--- config.mk ---
export PLATFORM = sky130hd
export DESIGN_NAME = print_formatter
export DESIGN_NICKNAME = d
export VERILOG_FILES = /design/src/rtl/print_fmt_pkg.sv /design/src/rtl/print_dec_digit.sv /design/src/rtl/print_formatter.sv
export SDC_FILE = /design/constraint.sdc
export NUM_CORES = 1
export LEC_CHECK = 0
export ABC_CLOCK_PERIOD_IN_PS = 3050
export CORE_UTILIZATION = 51
export CTS_CLUSTER_SIZE = 14
export DETAILED_ROUTE_END_ITERATION = 10
export PLACE_DENSITY = 0.76
export SYNTH_ARGS = -nofsm -noshare
export SYNTH_HDL_FRONTEND = slang
export SYNTH_SLANG_ARGS = --single-unit
--- constraint.sdc ---
create_clock -name clk -period 3.05 [get_ports clk]
set_input_delay 0.305 -clock clk [delete_from_list [all_inputs] [get_ports clk]]
set_output_delay 0.305 -clock clk [all_outputs]
set_load 0.05 [all_outputs]
--- src/rtl/print_fmt_pkg.sv ---
// Shared constants, state encoding and character helpers for the print formatter.
package print_fmt_pkg;

    localparam logic [15:0] MEM_START = 16'hFEFF;

    localparam logic [15:0] CMD_BIN  = 16'h0002;
    localparam logic [15:0] CMD_CHAR = 16'h0008;
    localparam logic [15:0] CMD_DEC  = 16'h000A;
    localparam logic [15:0] CMD_HEX  = 16'h0010;

    localparam logic [7:0] ASCII_0     = 8'h30;
    localparam logic [7:0] ASCII_LOW_A = 8'h61;
    localparam logic [7:0] ASCII_UP_A  = 8'h41;
    localparam logic [7:0] ASCII_SP    = 8'h20;

    typedef enum logic [2:0] {
        IDLE,
        LOAD,
        EMIT,
        DIV,
        DONE
    } state_e;

    function automatic logic [7:0] hex_char(input logic [3:0] nib, input logic upper);
        if (nib < 4'd10) begin
            return ASCII_0 + {4'd0, nib};
        end
        return (upper ? ASCII_UP_A : ASCII_LOW_A) + {4'd0, nib} - 8'd10;
    endfunction

    function automatic logic [15:0] dec_weight(input logic [3:0] idx);
        case (idx)
            4'd0:    return 16'd10000;
            4'd1:    return 16'd1000;
            4'd2:    return 16'd100;
            4'd3:    return 16'd10;
            default: return 16'd1;
        endcase
    endfunction

endpackage

--- src/rtl/print_dec_digit.sv ---
// One repeated-subtraction step for a single decimal weight.
module print_dec_digit (
    input  logic [15:0] rem_i,
    input  logic [15:0] weight_i,
    input  logic [3:0]  digit_i,
    output logic [3:0]  digit_o,
    output logic [15:0] rem_o,
    output logic        done_o
);

    always_comb begin
        done_o  = rem_i < weight_i;
        rem_o   = done_o ? rem_i : rem_i - weight_i;
        digit_o = done_o ? digit_i : digit_i + 4'd1;
    end

endmodule

--- src/rtl/print_formatter.sv ---
// Formats a 16-bit value as BIN/HEX/CHAR/DEC ASCII text, one character per
// valid/ready handshake.
module print_formatter
    import print_fmt_pkg::*;
#(
    parameter int unsigned HEX_UPPER = 0,
    parameter int unsigned DEC_PAD   = 1
) (
    input  logic        clk,
    input  logic        rst,
    input  logic [15:0] cmd,
    input  logic [15:0] val,
    input  logic        cmd_valid,
    output logic        cmd_ready,
    output logic [7:0]  char_out,
    output logic        char_valid,
    input  logic        char_ready,
    output logic        busy
);

    state_e      state_q, state_d;
    logic [15:0] cmd_q, cmd_d;
    logic [15:0] val_q, val_d;
    logic [3:0]  idx_q, idx_d;
    logic [15:0] rem_q, rem_d;
    logic [3:0]  digit_q, digit_d;
    logic        lead_q, lead_d;
    logic [7:0]  out_q, out_d;
    logic        valid_q, valid_d;

    logic [15:0] weight;
    logic [15:0] rem_nx;
    logic [3:0]  digit_nx;
    logic        div_done;
    logic        is_last;
    logic [3:0]  nib;
    logic [7:0]  fmt_char;
    logic [7:0]  dec_char;

    assign weight = dec_weight(idx_q);

    print_dec_digit u_dec_digit (
        .rem_i    (rem_q),
        .weight_i (weight),
        .digit_i  (digit_q),
        .digit_o  (digit_nx),
        .rem_o    (rem_nx),
        .done_o   (div_done)
    );

    always_comb begin
        case (cmd_q)
            CMD_BIN: is_last = (idx_q == 4'd15);
            CMD_HEX: is_last = (idx_q == 4'd3);
            CMD_DEC: is_last = (idx_q == 4'd4);
            default: is_last = 1'b1;
        endcase
    end

    always_comb begin
        case (idx_q[1:0])
            2'd0:    nib = val_q[15:12];
            2'd1:    nib = val_q[11:8];
            2'd2:    nib = val_q[7:4];
            default: nib = val_q[3:0];
        endcase
        case (cmd_q)
            CMD_BIN: fmt_char = val_q[4'd15 - idx_q] ? ASCII_0 + 8'd1 : ASCII_0;
            CMD_HEX: fmt_char = hex_char(nib, HEX_UPPER != 0);
            default: fmt_char = val_q[7:0];
        endcase
    end

    // Blank a zero only while no non-zero digit has been seen; the units digit is always printed.
    always_comb begin
        if (DEC_PAD != 0 && lead_q && digit_q == 4'd0 && idx_q != 4'd4) begin
            dec_char = ASCII_SP;
        end else begin
            dec_char = ASCII_0 + {4'd0, digit_q};
        end
    end

    always_comb begin
        state_d = state_q;
        cmd_d   = cmd_q;
        val_d   = val_q;
        idx_d   = idx_q;
        rem_d   = rem_q;
        digit_d = digit_q;
        lead_d  = lead_q;
        out_d   = out_q;
        valid_d = valid_q;

        case (state_q)
            IDLE: begin
                valid_d = 1'b0;
                if (cmd_valid) begin
                    cmd_d   = cmd;
                    val_d   = val;
                    idx_d   = '0;
                    state_d = LOAD;
                end
            end
            LOAD: begin
                rem_d   = val_q;
                digit_d = '0;
                lead_d  = 1'b1;
                case (cmd_q)
                    CMD_BIN, CMD_HEX, CMD_CHAR: begin
                        state_d = EMIT;
                        out_d   = fmt_char;
                        valid_d = 1'b1;
                    end
                    CMD_DEC: state_d = DIV;
                    default: state_d = IDLE;
                endcase
            end
            EMIT: begin
                // A cycle with valid low after each handshake is the inter-character gap.
                if (valid_q) begin
                    if (char_ready) begin
                        valid_d = 1'b0;
                        if (is_last) begin
                            state_d = DONE;
                        end else begin
                            idx_d = idx_q + 4'd1;
                            if (cmd_q == CMD_DEC) begin
                                state_d = DIV;
                                digit_d = '0;
                            end
                        end
                    end
                end else begin
                    valid_d = 1'b1;
                    out_d   = fmt_char;
                end
            end
            DIV: begin
                if (div_done) begin
                    state_d = EMIT;
                    valid_d = 1'b1;
                    out_d   = dec_char;
                    if (digit_q != 4'd0) begin
                        lead_d = 1'b0;
                    end
                end else begin
                    rem_d   = rem_nx;
                    digit_d = digit_nx;
                end
            end
            DONE: begin
                valid_d = 1'b0;
                state_d = IDLE;
            end
            default: begin
                valid_d = 1'b0;
                state_d = IDLE;
            end
        endcase
    end

    always_ff @(posedge clk) begin
        if (!rst) begin
            state_q <= IDLE;
            cmd_q   <= '0;
            val_q   <= '0;
            idx_q   <= '0;
            rem_q   <= '0;
            digit_q <= '0;
            lead_q  <= 1'b0;
            out_q   <= '0;
            valid_q <= 1'b0;
        end else begin
            state_q <= state_d;
            cmd_q   <= cmd_d;
            val_q   <= val_d;
            idx_q   <= idx_d;
            rem_q   <= rem_d;
            digit_q <= digit_d;
            lead_q  <= lead_d;
            out_q   <= out_d;
            valid_q <= valid_d;
        end
    end

    assign cmd_ready  = (state_q == IDLE);
    assign busy       = !cmd_ready;
    assign char_out   = out_q;
    assign char_valid = valid_q;

endmodule

==> results.cfg, run 1 <==
[critical_path]
critical_path_peak_fanout = 7
critical_path.n_buffers_inverters = 2
crit_path_cell_trace = inv_2 > ha_4 > buf_4 > nand2_1 > ha_4 > a211o_1 > a311o_1 > a2111o_1 > o31a_1 > a21oi_2 > nor2_1
setup.worst_path.end_class = flip-flop
timing.rr.start = idx_q[0]
critPathMaxStageDelay_ns = 0.49
reg2regPathDepth = 11
cp_data_required_time_ns = 3.27
critical_path.most_common_cell = sky130_fd_sc_hd__ha_4
critPathArrivalTime_ns = 3.16
critical-path-slowest-cell = sky130_fd_sc_hd__a2111o_1
critical_path.startpoint_type = flip-flop
regToRegEndpoint = lead_q
setup.worst_path.class = reg -> reg
rrSetupSlack_ns = 0.11
critical_path.top_delay_family = compound AO/OA/AOI/OAI gates

[floorplanning]
dieArea_mm2 = 0.00830
horizontal_die_dimension_um = 91.1
core-area_mm2 = 0.00769
chipHeight_um = 91.1
std_cell_rows = 32
pin_count = 47
initial_core_util_pct = 52.7

[routing]
postRouteAntennaNets = 0
detail_route.iter0.violations = 309
routed_wl_um = 11200
route.detailed.vias_per_inst = 5.97
routedWlPerCell_um = 15.9
vias = 4228
drt_first_pass_iters = 8
drc_errors = 1

[final_layout]
final_cells = 708
finalNetCount = 657
final.fill_count = 630
most_frequent_standard_cell_in_the_layout_excluding_fill_and_tap_cells = sky130_fd_sc_hd__nand2_1
finalCoreUtilization_pct = 66.8
antenna_cells_inserted = 0
mostFrequentLayoutCells = 105 x sky130_fd_sc_hd__nand2_1, 67 x sky130_fd_sc_hd__a21oi_1, 65 x sky130_fd_sc_hd__dfxtp_1
syn_to_final_growth_pct = 26.7
drive_above_1_share_pct = 13.7

[timing]
finalCriticalPeriod_ns = 2.94
report.final.slew_viol_count = 0
maxClockFrequency_mhz = 340
timing.max_slew.rel_slack_pct = 29.7
fin_skew_ns = 0.0114
setup_violations = 0
post-route-period-util_pct = 96.3
final-hold-violation-count = 0
timing_worst_slew_pin_value_ns = 1.05
finalSetupTns_ns = 0

[synth]
synthArstFlopShare_pct = 0
mappedNetlistArea_mm2 = 0.00405
synth_ff_type = sky130_fd_sc_hd__dfxtp_1
synth.largest_area_cell = sky130_fd_sc_hd__dfxtp_1
synth_top_area_share_pct = 34.1
total_of_flip_flops_plus_latches_after_synthesis = 69
post_synth_inst_count = 539
syn_area_per_cell_um2 = 7.52
synth-warning-count = 0
number_of_enable_type_register_cells_in_the_synthesized_netlist = 0
syn-num-nets = 595
synth.area.top_cells = sky130_fd_sc_hd__dfxtp_1 34%, sky130_fd_sc_hd__nand2_1 9.7%, sky130_fd_sc_hd__a21oi_1 8.6%
synth_cell_type_count = 59
synth.yosys.seq_area_share_pct = 34.1

[place]
placement.io_buffers = 46
gp_congestion = 1.01
dpl.cell_count = 689
dp.final_hpwl_um = 8090

[global_route]
maximum_number_of_pins_on_one_net_before_global_route_repair = 34
gr-usage-all-layers_pct = 27.6
antenna_found_initial = 0
grt_pass1_vias = 3804
grt_overflow = 0
first_pass_grt_wire_length_um = 18300

[clocking]
clockBufferDepth = 2
htree_num_levels = 3
clkSlewWorstSetupHoldPaths_ns = 0.08
cts_buffers = 9
cts.root.buffer_cell = sky130_fd_sc_hd__clkbuf_8
numClockSinks = 69
cts_hold_buffers_added = 0
worstSkewPairLatency_ns = 0.35
tritoncts = built

[pwr]
leakagePower_nw = 1.95
worst_ir_drop_vdd_v = 0.000289
powerDensity_mw_per_mm2 = 466

[hold_path]
hold_path_end = cmd_q[7]
holdCritPathClass = reg -> reg
hold_path.startpoint = cmd_q[7]
holdPathStages = 2

[outcome]
violations = design-rule violations
result_of_the_run = finished, violations left

[run]
drv.max_cap_violation_count = 0
-- tightest hold or removal path: stages, from the launching register on --
cell and delay (ns):
sky130_fd_sc_hd__dfxtp_1 0.31, sky130_fd_sc_hd__nand2_1 0.05, sky130_fd_sc_hd__a21oi_1 0.05
-- layer usage --
| layer | vias up | track usage [%] | share of wire (%) | wire length (µm) |
|---|---|---|---|---|
| li1 | 2050 | - | - | - |
| met2 | 175 | 44.1 | 47 | 5310 |
| met1 | 1967 | 35.6 | 42 | 4760 |
| met5 | - | 0 | 0 | 0 |
| met4 | 0 | 13.1 | 2.7 | 302 |
| met3 | 36 | 5.95 | 7.7 | 860 |
-- per-stage QoR --
stage	total power [mW]	hold WS [ns]	worst slack [ns]	area, µm²
2_1_floorplan	1.35	0.432	0.0108	4070
6_report	2.39	0.455	0.113	5130
5_1_grt	2.50	0.475	-0.00709	5130
3_3_place_gp	1.54	0.443	0.0282	4790
4_1_cts	2.37	0.456	0.00939	5070
3_5_place_dp	1.55	0.446	-0.0490	4790
-- timing repair --
action	CTS	global route
resized for setup	13	16
endpoints found under the setup margin	9	25
buffers inserted	1	2
pin swaps	5	8
-- synth_stat cells (3+ instances only) --
| library cell | count |
|---|---|
| sky130_fd_sc_hd__xor2_1 | 6 |
| sky130_fd_sc_hd__nand2_1 | 105 |
| sky130_fd_sc_hd__nand2b_1 | 4 |
| sky130_fd_sc_hd__ha_1 | 19 |
| sky130_fd_sc_hd__a31oi_1 | 4 |
| sky130_fd_sc_hd__nand3_1 | 8 |
| sky130_fd_sc_hd__buf_2 | 4 |
| sky130_fd_sc_hd__a21oi_1 | 70 |
| sky130_fd_sc_hd__a211oi_1 | 8 |
| sky130_fd_sc_hd__mux2i_1 | 3 |
| sky130_fd_sc_hd__dfxtp_1 | 69 |
| sky130_fd_sc_hd__clkbuf_1 | 24 |
| sky130_fd_sc_hd__a211o_1 | 3 |
| sky130_fd_sc_hd__a22oi_1 | 3 |
| sky130_fd_sc_hd__nor4_1 | 5 |
| sky130_fd_sc_hd__o41ai_1 | 3 |
| sky130_fd_sc_hd__mux4_2 | 3 |
| sky130_fd_sc_hd__o31a_1 | 3 |
| sky130_fd_sc_hd__a21o_1 | 3 |
| sky130_fd_sc_hd__o21a_1 | 6 |
| sky130_fd_sc_hd__inv_1 | 19 |
| sky130_fd_sc_hd__o21ai_0 | 31 |
| sky130_fd_sc_hd__nand4_1 | 7 |
| sky130_fd_sc_hd__nor3_1 | 16 |
| sky130_fd_sc_hd__and3_1 | 3 |
| sky130_fd_sc_hd__or3_1 | 4 |
| sky130_fd_sc_hd__xnor2_1 | 8 |
| sky130_fd_sc_hd__a311oi_1 | 6 |
| sky130_fd_sc_hd__o211ai_1 | 4 |
| sky130_fd_sc_hd__nor2_1 | 50 |
-- how the worst max path moves through the flow --
stage | from | to | slack (ns) | cells past startpoint
finish | idx_q[0] | lead_q | 0.11 | 11
floorplan | idx_q[2] | lead_q | 0.01 | 13
global route | idx_q[3] | lead_q | -0.007 | 12
detailed placement | idx_q[0] | state_q[0] | -0.05 | 11
CTS | idx_q[1] | state_q[0] | 0.009 | 11
global placement | idx_q[0] | rem_q[0] | 0.03 | 12
-- layout make-up --
| class | instances | area, µm² | share of cell area, % |
|---|---|---|---|
| clock buffer | 10 | 128 | 2.49 |
| clock inverter | 6 | 86.3 | 1.68 |
| inverter | 20 | 75.1 | 1.46 |
| multi-input combinational | 421 | 2590 | 50.4 |
| sequential | 69 | 1390 | 27.1 |
| tap | 102 | 128 | 2.49 |
| timing repair buffer | 80 | 741 | 14.4 |
-- logic make-up after synthesis --
logic type | synth area share, %
mux | 2.69
simple gates | 23.0
compound gates | 26.0
fa+ha+maj | 6.36
buf+inv | 4.85
flops | 34.1
xor+xnor | 3.03
-- power breakdown --
group          switching [mW]  total [mW]  internal, mW
registers              0.0565        1.01         0.950
clock network           0.362       0.823         0.461
logic                   0.306       0.563         0.257
total                   0.724        2.39          1.67
-- registers in the layout, indices dropped and copies added, names as in the netlist --
register / flops
char_valid: 1
idx_q: 4
val_q: 16
rem_q: 16
state_q: 3
lead_q: 1
cmd_q: 16
char_out: 8
digit_q: 4
Note: power is estimated with default switching activity, not from simulation.
==> inputs of run 2 (changes only) <==
- HOLD_SLACK_MARGIN: unset -> 0.03
==> results of run 2 <==
Same layout as run 1: the final DEF is identical, and so are final timing and power.
==> inputs of run 3 (changes only) <==
- CORE_ASPECT_RATIO: unset -> 1.4
- GPL_ROUTABILITY_DRIVEN: unset -> 0
==> results.cfg, run 3 (same netlist as run 1, synthesis figures left out) <==
[final_layout]
drive_above_1_share_pct = 16.6
mostFrequentLayoutCells = 104 x sky130_fd_sc_hd__nand2_1, 68 x sky130_fd_sc_hd__a21oi_1, 66 x sky130_fd_sc_hd__dfxtp_1
final_cells = 726
final.fill_count = 631
syn_to_final_growth_pct = 31.8
finalNetCount = 677
most_frequent_standard_cell_in_the_layout_excluding_fill_and_tap_cells = sky130_fd_sc_hd__nand2_1
antenna_cells_inserted = 0
final_design_area_no_fill_mm2 = 0.00534
reg_top3 = cmd_q: 16 flops, rem_q: 16 flops, val_q: 16 flops

[floorplanning]
initial_core_util_pct = 52.6
pin_count = 47
chipHeight_um = 107
horizontal_die_dimension_um = 77.3
core-area_mm2 = 0.00770
std_cell_rows = 38
dieArea_mm2 = 0.00831

[hold_path]
holdCritPathClass = reg -> reg

[clocking]
cts.root.buffer_cell = sky130_fd_sc_hd__clkbuf_8
cts_buffers = 9
numClockSinks = 69
clkSlewWorstSetupHoldPaths_ns = 0.08
worstSkewPairLatency_ns = 0.35
htree_num_levels = 3
clockBufferDepth = 2
cts_hold_buffers_added = 0
tritoncts = built

[critical_path]
setup.worst_path.end_class = flip-flop
critPathMaxStageDelay_ns = 0.37
critical-path-slowest-cell = sky130_fd_sc_hd__dfxtp_4
setup.worst_path.class = reg -> reg
crit_path_cell_trace = buf_6 > ha_4 > o21ai_4 > ha_4 > a21o_1 > a211o_1 > a311o_1 > buf_6 > a211o_1 > a21oi_4 > buf_12 > nor2_1 > a311oi_1
critical_path_peak_fanout = 6
critPathArrivalTime_ns = 3.33
cp_data_required_time_ns = 3.30
critical_path.startpoint_type = flip-flop

[pwr]
leakagePower_nw = 2.07
worst_ir_drop_vdd_v = 0.000589
powerDensity_mw_per_mm2 = 445

[run]
drv.max_cap_violation_count = 0

[routing]
postRouteAntennaNets = 0
routedWlPerCell_um = 16.7
drc_errors = 0
detail_route.iter0.violations = 327
route.detailed.vias_per_inst = 5.97
routed_wl_um = 12100
vias = 4331
drt_first_pass_iters = 5

[timing]
maxClockFrequency_mhz = 324
post-route-period-util_pct = 101
final-hold-violation-count = 0
finalCriticalPeriod_ns = 3.08
fin_skew_ns = 0.0105
postLayoutSetupSlackWorst_ns = -0.0318
timing.hold.ws_ns = 0.454
timing.max_slew.rel_slack_pct = 31.6
setup_violations = 7
rsz_0062_raised_after_global_routing = true
report.final.slew_viol_count = 0
timing_worst_slew_pin_value_ns = 1.02

[global_route]
first_pass_grt_wire_length_um = 19400
gr-usage-all-layers_pct = 29.8
maximum_number_of_pins_on_one_net_before_global_route_repair = 42
grt_overflow = 0
grt_pass1_vias = 4159
antenna_found_initial = 0

[place]
dpl.cell_count = 701
placement.io_buffers = 46
pre_cts_ws_ns = -0.148
placed_area_mm2 = 0.00489
dp.final_hpwl_um = 8580

[outcome]
violations = negative setup slack
result_of_the_run = finished, violations left
-- run 3: worst max-delay path, delay by kind of cell, from the launching register on --
family,cells,cell delay (ns)
buffers and inverters,3,0.41
DFF,1,0.37
adders and majority gates,2,0.40
AOI/OAI and AO/OA,7,1.76
and+or+nand+nor,1,0.04
-- run 3: worst paths after layout --
check | slack (ns) | cells after the start | startpoint | endpoint
setup reg to reg | -0.03 | 13 | idx_q[0] | char_out[1]
hold reg to reg | 0.45 | 2 | char_out[7] | char_out[7]
setup / recovery | -0.03 | 13 | idx_q[0] | char_out[1]
hold / removal | 0.45 | 2 | char_out[7] | char_out[7]
-- run 3: per-layer routing --
layer / wire, µm / global-route usage [%]
met5: 0 / 0
met2: 6170 / 51.6
met4: 753 / 19.5
met3: 568 / 5.51
met1: 4660 / 33.2
-- run 3: what timing repair did --
action	CTS	global route
resized for setup	16	30
endpoints found under the setup margin	28	21
pin swaps	2	16
setup buffers	2	6
gates cloned	0	1
-- run 3: cell type report --
type / count / area, µm² / share of cell area [%]
clock buffers: 10 / 128 / 2.39
clock inverters: 6 / 71.3 / 1.34
flip-flops and latches: 69 / 1390 / 26.0
repair buffers: 100 / 935 / 17.5
well taps: 100 / 125 / 2.34
inverters: 20 / 75.1 / 1.41
multi-input cells: 421 / 2620 / 49.1
-- run 3: per-stage QoR --
step | power, mW | setup TNS (ns) | util (%)
finish | 2.38 | -0.132 | 69.3
global route | 2.49 | -2.13 | 69.3
CTS | 2.34 | 0 | 67.1
detailed placement | 1.57 | -2.29 | 63.5
global placement | 1.56 | -0.172 | 63.5
floorplan | 1.35 | 0 | -
-- run 3: power by group --
group	total, mW	switching (mW)	internal (mW)
sequential	1.01	0.0584	0.950
combinational	0.604	0.321	0.282
clock	0.765	0.380	0.385
